<file path="src/rtl/rr_stream_mux.sv">
// rr_stream_mux: packet-locking N:1 stream mux sitting behind rr_arbiter.
// Define RR_STREAM_MUX_SKID_EN for a 2-entry skid output stage.
module rr_stream_mux #(
  parameter int NUM_PORTS  = 6,
  parameter int SEL_WIDTH  = (NUM_PORTS > 1) ? $clog2(NUM_PORTS) : 1,
  parameter int DATA_WIDTH = 32
) (
  input  logic                            clk,
  input  logic                            rst,
  input  logic [NUM_PORTS*DATA_WIDTH-1:0] s_data,
  input  logic [NUM_PORTS-1:0]            s_valid,
  input  logic [NUM_PORTS-1:0]            s_last,
  output logic [NUM_PORTS-1:0]            s_ready,
  output logic [NUM_PORTS-1:0]            arb_request,
  input  logic [NUM_PORTS-1:0]            arb_grant,
  input  logic [SEL_WIDTH-1:0]            arb_select,
  input  logic                            arb_active,
  output logic [DATA_WIDTH-1:0]           m_data,
  output logic                            m_last,
  output logic                            m_valid,
  input  logic                            m_ready,
  output logic                            busy,
  output logic [SEL_WIDTH-1:0]            owner
);

  typedef enum logic [1:0] {
    IDLE,
    LOCK,
    RELEASE
  } state_t;

  state_t                 state;
  state_t                 state_nxt;
  logic [SEL_WIDTH-1:0]   owner_nxt;
  logic [NUM_PORTS-1:0]   owner_hot;
  logic [DATA_WIDTH-1:0]  own_data;
  logic                   own_last;
  logic                   own_valid;
  logic                   sel_valid;
  logic                   in_ready;
  logic                   accept;

  always_comb begin
    owner_hot = '0;
    own_data  = '0;
    own_last  = 1'b0;
    own_valid = 1'b0;
    sel_valid = 1'b0;
    for (int i = 0; i < NUM_PORTS; i++) begin
      if (owner == SEL_WIDTH'(i)) begin
        owner_hot[i] = 1'b1;
        own_data     = s_data[i*DATA_WIDTH +: DATA_WIDTH];
        own_last     = s_last[i];
        own_valid    = s_valid[i];
      end
      if (arb_select == SEL_WIDTH'(i)) begin
        sel_valid = s_valid[i];
      end
    end
  end

  always_comb begin
    state_nxt   = state;
    owner_nxt   = owner;
    arb_request = '0;
    s_ready     = '0;
    accept      = 1'b0;
    unique case (state)
      IDLE: begin
        arb_request = s_valid;
        if (arb_active && sel_valid) begin
          owner_nxt = arb_select;
          state_nxt = LOCK;
        end
      end
      LOCK: begin
        // Pin the arbiter token on the owner for the whole packet
        arb_request = owner_hot;
        s_ready     = owner_hot & {NUM_PORTS{in_ready}};
        accept      = own_valid & in_ready;
        if (accept && own_last) begin
          state_nxt = RELEASE;
        end
      end
      RELEASE: begin
        // Hide the old owner for a cycle so the token moves on
        arb_request = s_valid & ~owner_hot;
        state_nxt   = IDLE;
      end
      default: state_nxt = IDLE;
    endcase
    if (rst) begin
      arb_request = '0;
    end
  end

  always_ff @(posedge clk) begin
    if (rst) begin
      state <= IDLE;
      owner <= '0;
    end else begin
      state <= state_nxt;
      owner <= owner_nxt;
    end
  end

  assign busy = (state != IDLE);

`ifdef RR_STREAM_MUX_SKID_EN
  logic [DATA_WIDTH-1:0] sk_data;
  logic                  sk_last;
  logic                  sk_valid;

  assign in_ready = ~sk_valid;

  always_ff @(posedge clk) begin
    if (rst) begin
      m_data   <= '0;
      m_last   <= 1'b0;
      m_valid  <= 1'b0;
      sk_data  <= '0;
      sk_last  <= 1'b0;
      sk_valid <= 1'b0;
    end else if (accept) begin
      if (!m_valid || m_ready) begin
        m_data  <= own_data;
        m_last  <= own_last;
        m_valid <= 1'b1;
      end else begin
        sk_data  <= own_data;
        sk_last  <= own_last;
        sk_valid <= 1'b1;
      end
    end else if (m_ready) begin
      if (sk_valid) begin
        m_data   <= sk_data;
        m_last   <= sk_last;
        sk_valid <= 1'b0;
      end else begin
        m_valid <= 1'b0;
      end
    end
  end
`else
  assign in_ready = ~m_valid | m_ready;

  always_ff @(posedge clk) begin
    if (rst) begin
      m_data  <= '0;
      m_last  <= 1'b0;
      m_valid <= 1'b0;
    end else if (accept) begin
      m_data  <= own_data;
      m_last  <= own_last;
      m_valid <= 1'b1;
    end else if (m_ready) begin
      m_valid <= 1'b0;
    end
  end
`endif

`ifndef SYNTHESIS
  grant_onehot: assert property (
    @(posedge clk) disable iff (rst)
    arb_active |-> $onehot(arb_grant)
  );
`endif

endmodule

</file>
<file path="config.mk">
export PLATFORM = sky130hd
export DESIGN_NAME = rr_stream_mux
export DESIGN_NICKNAME = d
export VERILOG_FILES = /design/src/rtl/rr_stream_mux.sv
export SDC_FILE = /design/constraint.sdc
export NUM_CORES = 1
export LEC_CHECK = 0
export ABC_CLOCK_PERIOD_IN_PS = 2000
export BUFFER_PORTS_ARGS = -buffer_cell sky130_fd_sc_hd__buf_2
export CORE_AREA = 2 2 105 107
export CTS_CLUSTER_DIAMETER = 30
export DETAILED_ROUTE_END_ITERATION = 16
export DIE_AREA = 0 0 107 109
export GPL_ROUTABILITY_DRIVEN = 0
export PLACE_DENSITY = 0.66
export SYNTH_ARGS = -nofsm -noshare
export SYNTH_HDL_FRONTEND = slang
export SYNTH_SLANG_ARGS = --single-unit
export TNS_END_PERCENT = 100
</file>
<file path="constraint.sdc">
create_clock -name clk -period 2 [get_ports clk]
set_clock_uncertainty 0.05 [all_clocks]
set_input_delay 0.5 -clock clk [delete_from_list [all_inputs] [get_ports clk]]
set_output_delay 0.5 -clock clk [all_outputs]
set_load 0.03 [all_outputs]
</file>
==> results.md, run 1 <==
* Pleak at approximately 0.0023 uW
* CP startpoint kind: flop
* Slew margin rel. at between 70 and 80%
* Synth unique cells at 29
* Failing checks: negative setup slack
* Synth Register Bits at 39
* Routed WL per cell at 15.9 um
* Cell Area, Synth at 3250 sq um
* Final Max Slew Viols at 0
* Final ANT Viol Nets at 0
* Worst EP required at 1.45 ns
* Gr usage total at 20.2%
* Die footprint at between 10,000 and 15,000 sq um
* Drt initial violations at around 120
* YS warnings at 0
* Post-Synth Simple-Gate Area at roughly 20%
* Top-area cell type share of the netlist area at ~28%
* Power, Total at about 2500 uW
* Vias per cell at slightly above 5
* Core Area at about 11,000 sq um
* Layout cell share with drive strength beyond 1 at between 50% and 60%
* Max clock buf depth at 2
* Mapped Avg Cell Area at 7.80 sq um
* Die X at roughly 110 um
* R2r setup slk at ~0.090 ns
* Final Non-Filler Cells at approximately 800
* Num Clock Sinks at 39
* HP Class: reg2reg
* Area growth from synthesis to layout at 63.3%
* CTS tree: done
* Status: complete, but fails checks
* Pwr dens at ~480 nW/um^2
* Yosys top cell by area: mux2i_1
* Syn_nets at between 600 and 700
* Root buf cell: clkbuf_8
* Crit path largest cell delay at about 0.37 ns
* Compound-Gate Fraction of Synth Area at between 15 and 20%
* Placed cell area at 4850 sq um
* CP cell instances: or2_4 -> nor2_4 -> mux2_4 -> nor3_4 -> buf_6
* # setup viols final at 5
* Tcrit/Tclk final at 110%
* Clock Pin Slew Worst Setup and Hold Paths at about 0.080 ns
* Worst skew pair latency at about 0.29 ns
* Cells after Synth at ~420
* Peak supply drop at 0.255 mV
* Met3 Track Usage GR at 4.42%
* Diode count at 0
* Ys async rst share at 0%
* Port Buffer Count at 260
* Post-layout min period at around 2.2 ns
* Reg2reg path depth at 8
* Ys flop type: dfxtp_1
* Initial antenna violation count at 1
* Adder-cell share of the synthesized area at 0%
* Hold_sp: m_data[8]
* First-pass GRT wire length at approximately 18,000 um
* Wirelength, routed at ~13,000 um
* Gr ovfl total at 0
* Die Y at ~110 um
* Part of the Yosys area used for sequential elements at 24.0%
* Initial Util at a little under a third
* Nets@finish at ~900
* Slew @ Worst Pin at 0.407 ns
* Largest net degree at the start of global routing at 52
* Worst Setup Slack, final at -0.197 ns
* Hold path depth at 2
* First drt pass iteration count at 4
* DR vias at ~4,100
* H-tree depth at 2
* RR Endpoint: m_data[3]
* Mux contribution to synthesized area at between 30% and 40%
* CP endpoint kind: output pin
* DRC errors left at 0
* Setup TNS at -0.563 ns
* Vias in the first global route at about 3,800
* Cells after DPL at roughly 800
* HPWL after DPL at between 9000 and 10,000 um
* Worst hold endpoint: m_data[8]
* FP Rows at 38
* Crit path arrival time at ~1.7 ns
* Ranking of synthesized cells by area: mux2i_1 (28%), dfxtp_1 (24%), nor2_1 (8.6%)
* Fin area at between 5000 and 6000 sq um
* Top Usage Layer GRT: met2
* Area share of xor/xnor cells in the synthesized design at 0%
* Critical path class: reg2out
* # IOs at approximately 270
* Worst R2R Start: owner[0]
* Fmax at about 0.46 GHz
* Placement Setup Slack at a little under 0.05 ns
* GR Util met2 at approximately 38%
* Met1 Resource Use GR at between 20% and 30%
* Max Cap Viol at 0
* RSZ-0062 raised after global routing: yes
* CP max FO at 5
* Crit-path slowest cell: dfxtp_4
* Fillers at 1,050
* Largest family of logic cells by synthesized area: multiplexers
* Post-synth EDFFs at 0
* Cts bufs inserted at 5
* Hold Fails Final Rpt at 0
sequential cells by signal (all words and copies together), names as in the netlist:
signal and count:
m_data 32, m_valid 1, m_last 1, state 2, owner 3
how the worst max path moves through the flow:
| stage | startpoint | end | slack, ns |
|---|---|---|---|
| 4_1_cts | owner[2] | arb_request[2] | -0.17 |
| 3_5_place_dp | s_valid[1] | m_data[15] | 0.05 |
| 2_1_floorplan | owner[0] | arb_request[0] | 0.002 |
| 6_report | owner[1] | arb_request[0] | -0.20 |
| 5_1_grt | owner[1] | arb_request[0] | -0.25 |
| 3_3_place_gp | s_valid[1] | m_data[15] | 0.09 |
cells in the final DEF, fill, tap and decap left out, types with 2 or more instances in the layout:
cell type    n
a211oi_1     3
nor2_2       3
o221ai_1    12
dfxtp_4      3
nand2b_1     2
o21ai_0      8
nand2b_4     3
o22ai_1     18
o311a_1      2
buf_12       6
buf_6       11
nor3_1      34
buf_4       27
nand3b_1     2
mux2_2      13
nor3_2       3
mux2i_1     90
nand3_1      4
nand2_2      2
clkbuf_8     6
nor2_1      67
nor2_4       4
a221oi_1     4
o21ai_1      2
a21oi_1     27
nor3_4       4
buf_16       2
clkbuf_16    2
nand2_1     14
dfxtp_1     35
buf_2      248
inv_1        5
Yosys cell counts, types with 3 or more instances:
master	count
mux2_2	14
a211oi_1	3
clkbuf_1	15
o221ai_1	13
o21ai_0	11
nand2_1	16
nor3_1	41
nand2b_1	5
nand3_1	4
a221oi_1	4
buf_6	4
mux2i_1	90
buf_2	18
o22ai_1	18
nor2_1	74
a21oi_1	27
inv_1	5
dfxtp_1	39
report_power, final:
group | switching, uW | internal (uW) | leakage [uW]
combinational | 511 | 480 | 0.00193
sequential | 26.4 | 814 | 0.000319
clock | 296 | 404 | 0.0000612
total | 833 | 1700 | 0.00231
what timing repair did:
| item | in CTS | in global routing |
|---|---|---|
| endpoints found under the setup margin | 12 | 37 |
| pin swaps | 3 | 4 |
| gates cloned | 0 | 2 |
| setup buffers | 6 | 7 |
| hold buffers | 0 | 0 |
| resized for setup | 28 | 33 |
cell type report:
| cell class | count | area [sq um] | share of cell area (%) |
|---|---|---|---|
| multi-input cells | 332 | 2400 | 45.3 |
| inverters | 5 | 18.8 | 0.354 |
| well taps | 140 | 175 | 3.30 |
| flip-flops and latches | 39 | 793 | 15.0 |
| clock buffers | 6 | 82.6 | 1.56 |
| clock inverters | 2 | 35.0 | 0.661 |
| repair buffers | 296 | 1790 | 33.8 |
through the flow:
step | hold slack (ns) | utilization, %
CTS | 0.406 | 48.2
finish | 0.402 | 50.0
global placement | 0.390 | 45.8
floorplan | 0.531 | -
global route | 0.424 | 50.0
detailed placement | 0.394 | 45.8
metal layers:
metal / wire length [um] / share of wire, %
met5: 11 / 0.085
met4: 318 / 2.4
met1: 5170 / 40
met3: 892 / 6.9
met2: 6610 / 51
kinds of logic after synthesis:
group                  count (synthesis)
AO/OA/AOI/OAI                         80
buffers and inverters                 45
flip-flops                            39
multiplexers                         105
AND/OR/NAND/NOR                      147
worst max-delay path, delay by kind of cell, from the launching register on:
kind                   cells  cell delay (ns)
buffers and inverters      1             0.16
DFF                        1             0.37
muxes                      1             0.31
and+or+nand+nor            3             0.50
(Power assumes the default switching activity.)
==> run 2, diff against run 1 <==
Settings changed: ABC_AREA set to 1, CORE_AREA 2 2 105 107 to 2 2 104 106, DIE_AREA 0 0 107 109 to 0 0 106 108, PLACE_DENSITY 0.66 to 0.67.
==> run 2 against run 1 <==
The flow still finishes with violations (negative setup slack). Design area is 1.2% higher. Non-clock buffer count is 12 higher. Clock power is 8.1% lower. Synthesized cell count is 43% higher. Flip-flop and latch count stayed put. Sequential power is 3.2% higher. Global-route usage is 2.7 points higher. Utilization is 2.4 points higher. First-iteration DRC count is 100% higher. Largest cell class unchanged. Highest routed layer is now met4.
==> results.md, run 2 <==
* Met3 wire length at 1090 um (+22%)
* Port Buffer Count at 260 (unchanged)
* Area growth from synthesis to layout at 66.7%
* First drt pass iteration count at 4 (unchanged)
* Top-area cell type share of the netlist area at 24.3% (-3.5 points)
* Core Area at 10,200 sq um (-3.5%)
* # setup viols final at 3 (-2)
* Worst EP required at 1.45 ns (about the same)
* Synth unique cells at 25 (-14%)
* Drt initial violations at 242 (+100%)
* Tcrit/Tclk final at 101% (-8.6 points)
* Clock Pin Slew Worst Setup and Hold Paths at 0.08 ns (about the same)
* Pwr dens at 512 nW/um^2 (+7.1%)
* Top-count cell post-synth: nand2_1
* Slew margin rel. at 77.4% (+4.5 points)
* CP max FO at 8 (+3)
* Max Cap Viol at 0 (unchanged)
* Placed cell area at 4910 sq um (+1.2%)
* Num Clock Sinks at 39 (unchanged)
* Vias per cell at 4.69 (-7.0%)
* Pleak at 0.00297 uW (+29%)
* Yosys top cell by area: dfxtp_1
* Routed WL per cell at 13.5 um (-15%)
* FP Rows at 37 (-2.6%)
* Final Max Slew Viols at 0 (unchanged)
* # IOs at 267 (unchanged)
* Largest net degree at the start of global routing at 33 (-37%)
* FF/Latch Area at 795 sq um (+0.16%)
* Crit path arrival time at 1.47 ns (-0.18 ns)
* CP startpoint kind: flop
* Most frequent cells in the layout: buf_2 (249), nand2_1 (181), inv_1 (78)
* Post-synth EDFFs at 0 (unchanged)
* Root buf cell: clkbuf_8
* Vias in the first global route at 4,400 (+15%)
* Syn_nets at 811 (+28%)
* Wirelength, routed at 13,600 um (+4.6%)
* Cells after Synth at 594 (+43%)
* Die footprint at 11,400 sq um (-1.8%)
* Synth top cells by count: nand2_1 (184), nor2_1 (84), inv_1 (81)
* Fillers at 1,095 (+4.3%)
* DRC errors left at 0 (unchanged)
* Gr ovfl total at 0 (unchanged)
* HP Class: in2reg
* Worst Setup Slack, final at -0.0244 ns (+0.172 ns)
* Synth Register Bits at 39 (unchanged)
* Status: complete, but fails checks
* Fmax at 0.494 GHz (+8.5%)
* CTS tree: done
* Ys flop type: dfxtp_1
* Cts bufs inserted at 5 (unchanged)
* CP endpoint kind: output pin
* Die X at 106 um (-0.93%)
* Fin area at 5360 sq um (+1.2%)
* Ranking of synthesized cells by area: dfxtp_1 (24%), nand2_1 (21%), nor2_1 (9.8%)
* Layout cell share with drive strength beyond 1 at 40.5% (-11 points)
* Biggest register: m_data
* Initial Util at 31.4% (+0.82 points)
* Regs by FF count: m_data x32, owner x3, state x2
* Worst skew pair latency at 0.29 ns (about the same)
* Footprint of the multi-input gates at 2130 sq um (-11%)
* M1 wire length at 5360 um (+3.7%)
* Die Y at 108 um (-0.92%)
* Slew @ Worst Pin at 0.336 ns (-0.0707 ns)
* Gr usage total at 22.9% (+2.7 points)
* DR top layer: met4
* Post-Route Utilization at 52.4% (+2.4 points)
* Final Non-Filler Cells at 1,010 (+23%)
* DR vias at 4,741 (+15%)
* Routed wl met2 at 6800 um (+2.9%)
* Final ANT Viol Nets at 0 (unchanged)
* Cells after DPL at 983 (+23%)
* First-pass GRT wire length at 20,900 um (+14%)
* Most common cell after layout, fill and taps aside: buf_2
* HPWL after DPL at 10,400 um (+4.5%)
* RSZ-0062 raised after global routing: yes
* Failing checks: negative setup slack
* Max FFs per register at 32 (unchanged)
* YS warnings at 0 (unchanged)
* Peak supply drop at 0.341 mV (+34%)
* Initial antenna violation count at 0 (-1)
* Diode count at 0 (unchanged)
* Part of the Yosys area used for sequential elements at 24.3% (+0.22 points)
* Hold Fails Final Rpt at 0 (unchanged)
* Cell Area, Synth at 3220 sq um (-0.92%)
* H-tree depth at 2 (unchanged)
* Ys async rst share at 0% (unchanged)
* Critical path class: reg2out
* Mapped Avg Cell Area at 5.42 sq um (-31%)
* Post-layout min period at 2.02 ns (-0.172 ns)
* Max clock buf depth at 2 (unchanged)
* Nets@finish at 1,090 (+22%)
[run 2: cell types whose count changed after synthesis, moves of 35 or more]
cell     before  now
inv_1         5   81
nand2_1      16  184
nand3_1       4   39
mux2i_1      90    0
nor3_1       41    0
nand4_1       0   37
[run 2: path summary, 6_finish.rpt]
path | start | end | slack, ns | cells past startpoint
max | owner[2] | arb_request[4] | -0.02 | 5
min | rst | state[0] | 0.36 | 2
max reg2reg | owner[2] | m_data[14] | 0.07 | 10
min reg2reg | m_last | m_last | 0.43 | 2
[run 2: metal layers]
layer,track usage (%),vias to the layer above
li1,-,2440
met5,0,-
met2,41.9,209
met3,5.91,26
met4,7.80,0
met1,25.8,2066
[run 2: critical path, cell delays in order, from the launching register on]
cell and delay (ns):
dfxtp_4 0.41, clkinv_8 0.09, nor3_4 0.26, o21ai_2 0.10, a211oi_2 0.14, buf_4 0.19
[run 2: cell families after synthesis]
logic type / after synthesis / share of synthesized area [%]
DFF: 39 / 24.3
buffers and inverters: 119 / 15.0
and+or+nand+nor: 351 / 46.6
AOI/OAI and AO/OA: 85 / 14.1
[run 2: metrics by stage]
| stage | power [uW] | hold slack (ns) | setup slack, ns | TNS (ns) |
|---|---|---|---|---|
| 6_report | 2740 | 0.361 | -0.0244 | -0.0386 |
| 3_3_place_gp | 2010 | 0.410 | 0.0224 | 0 |
| 2_1_floorplan | 1550 | 0.519 | -0.186 | -0.890 |
| 3_5_place_dp | 2010 | 0.416 | 0.0294 | 0 |
| 5_1_grt | 2960 | 0.351 | -0.111 | -0.668 |
| 4_1_cts | 2720 | 0.354 | -0.0551 | -0.115 |
[run 2: final cells by class]
type                    count  share of cell area (%)
multi-input cells         436                    39.8
repair buffers            308                    33.9
flip-flops and latches     39                    14.8
inverters                  83                    6.23
well taps                 136                    3.17
clock buffers               7                    2.01
clock inverters             1                  0.0933
[run 2: power breakdown]
part | switching [uW] | internal [uW]
registers | 38.7 | 829
logic | 707 | 526
clock network | 289 | 354
[run 2: repair_timing]
action | 4_1_cts | 5_1_grt
endpoints found under the hold margin | 0 | 0
resized for setup | 32 | 25
endpoints found under the setup margin | 11 | 35
buffers inserted | 9 | 11
hold buffers | 0 | 0
pin swaps | 6 | 12
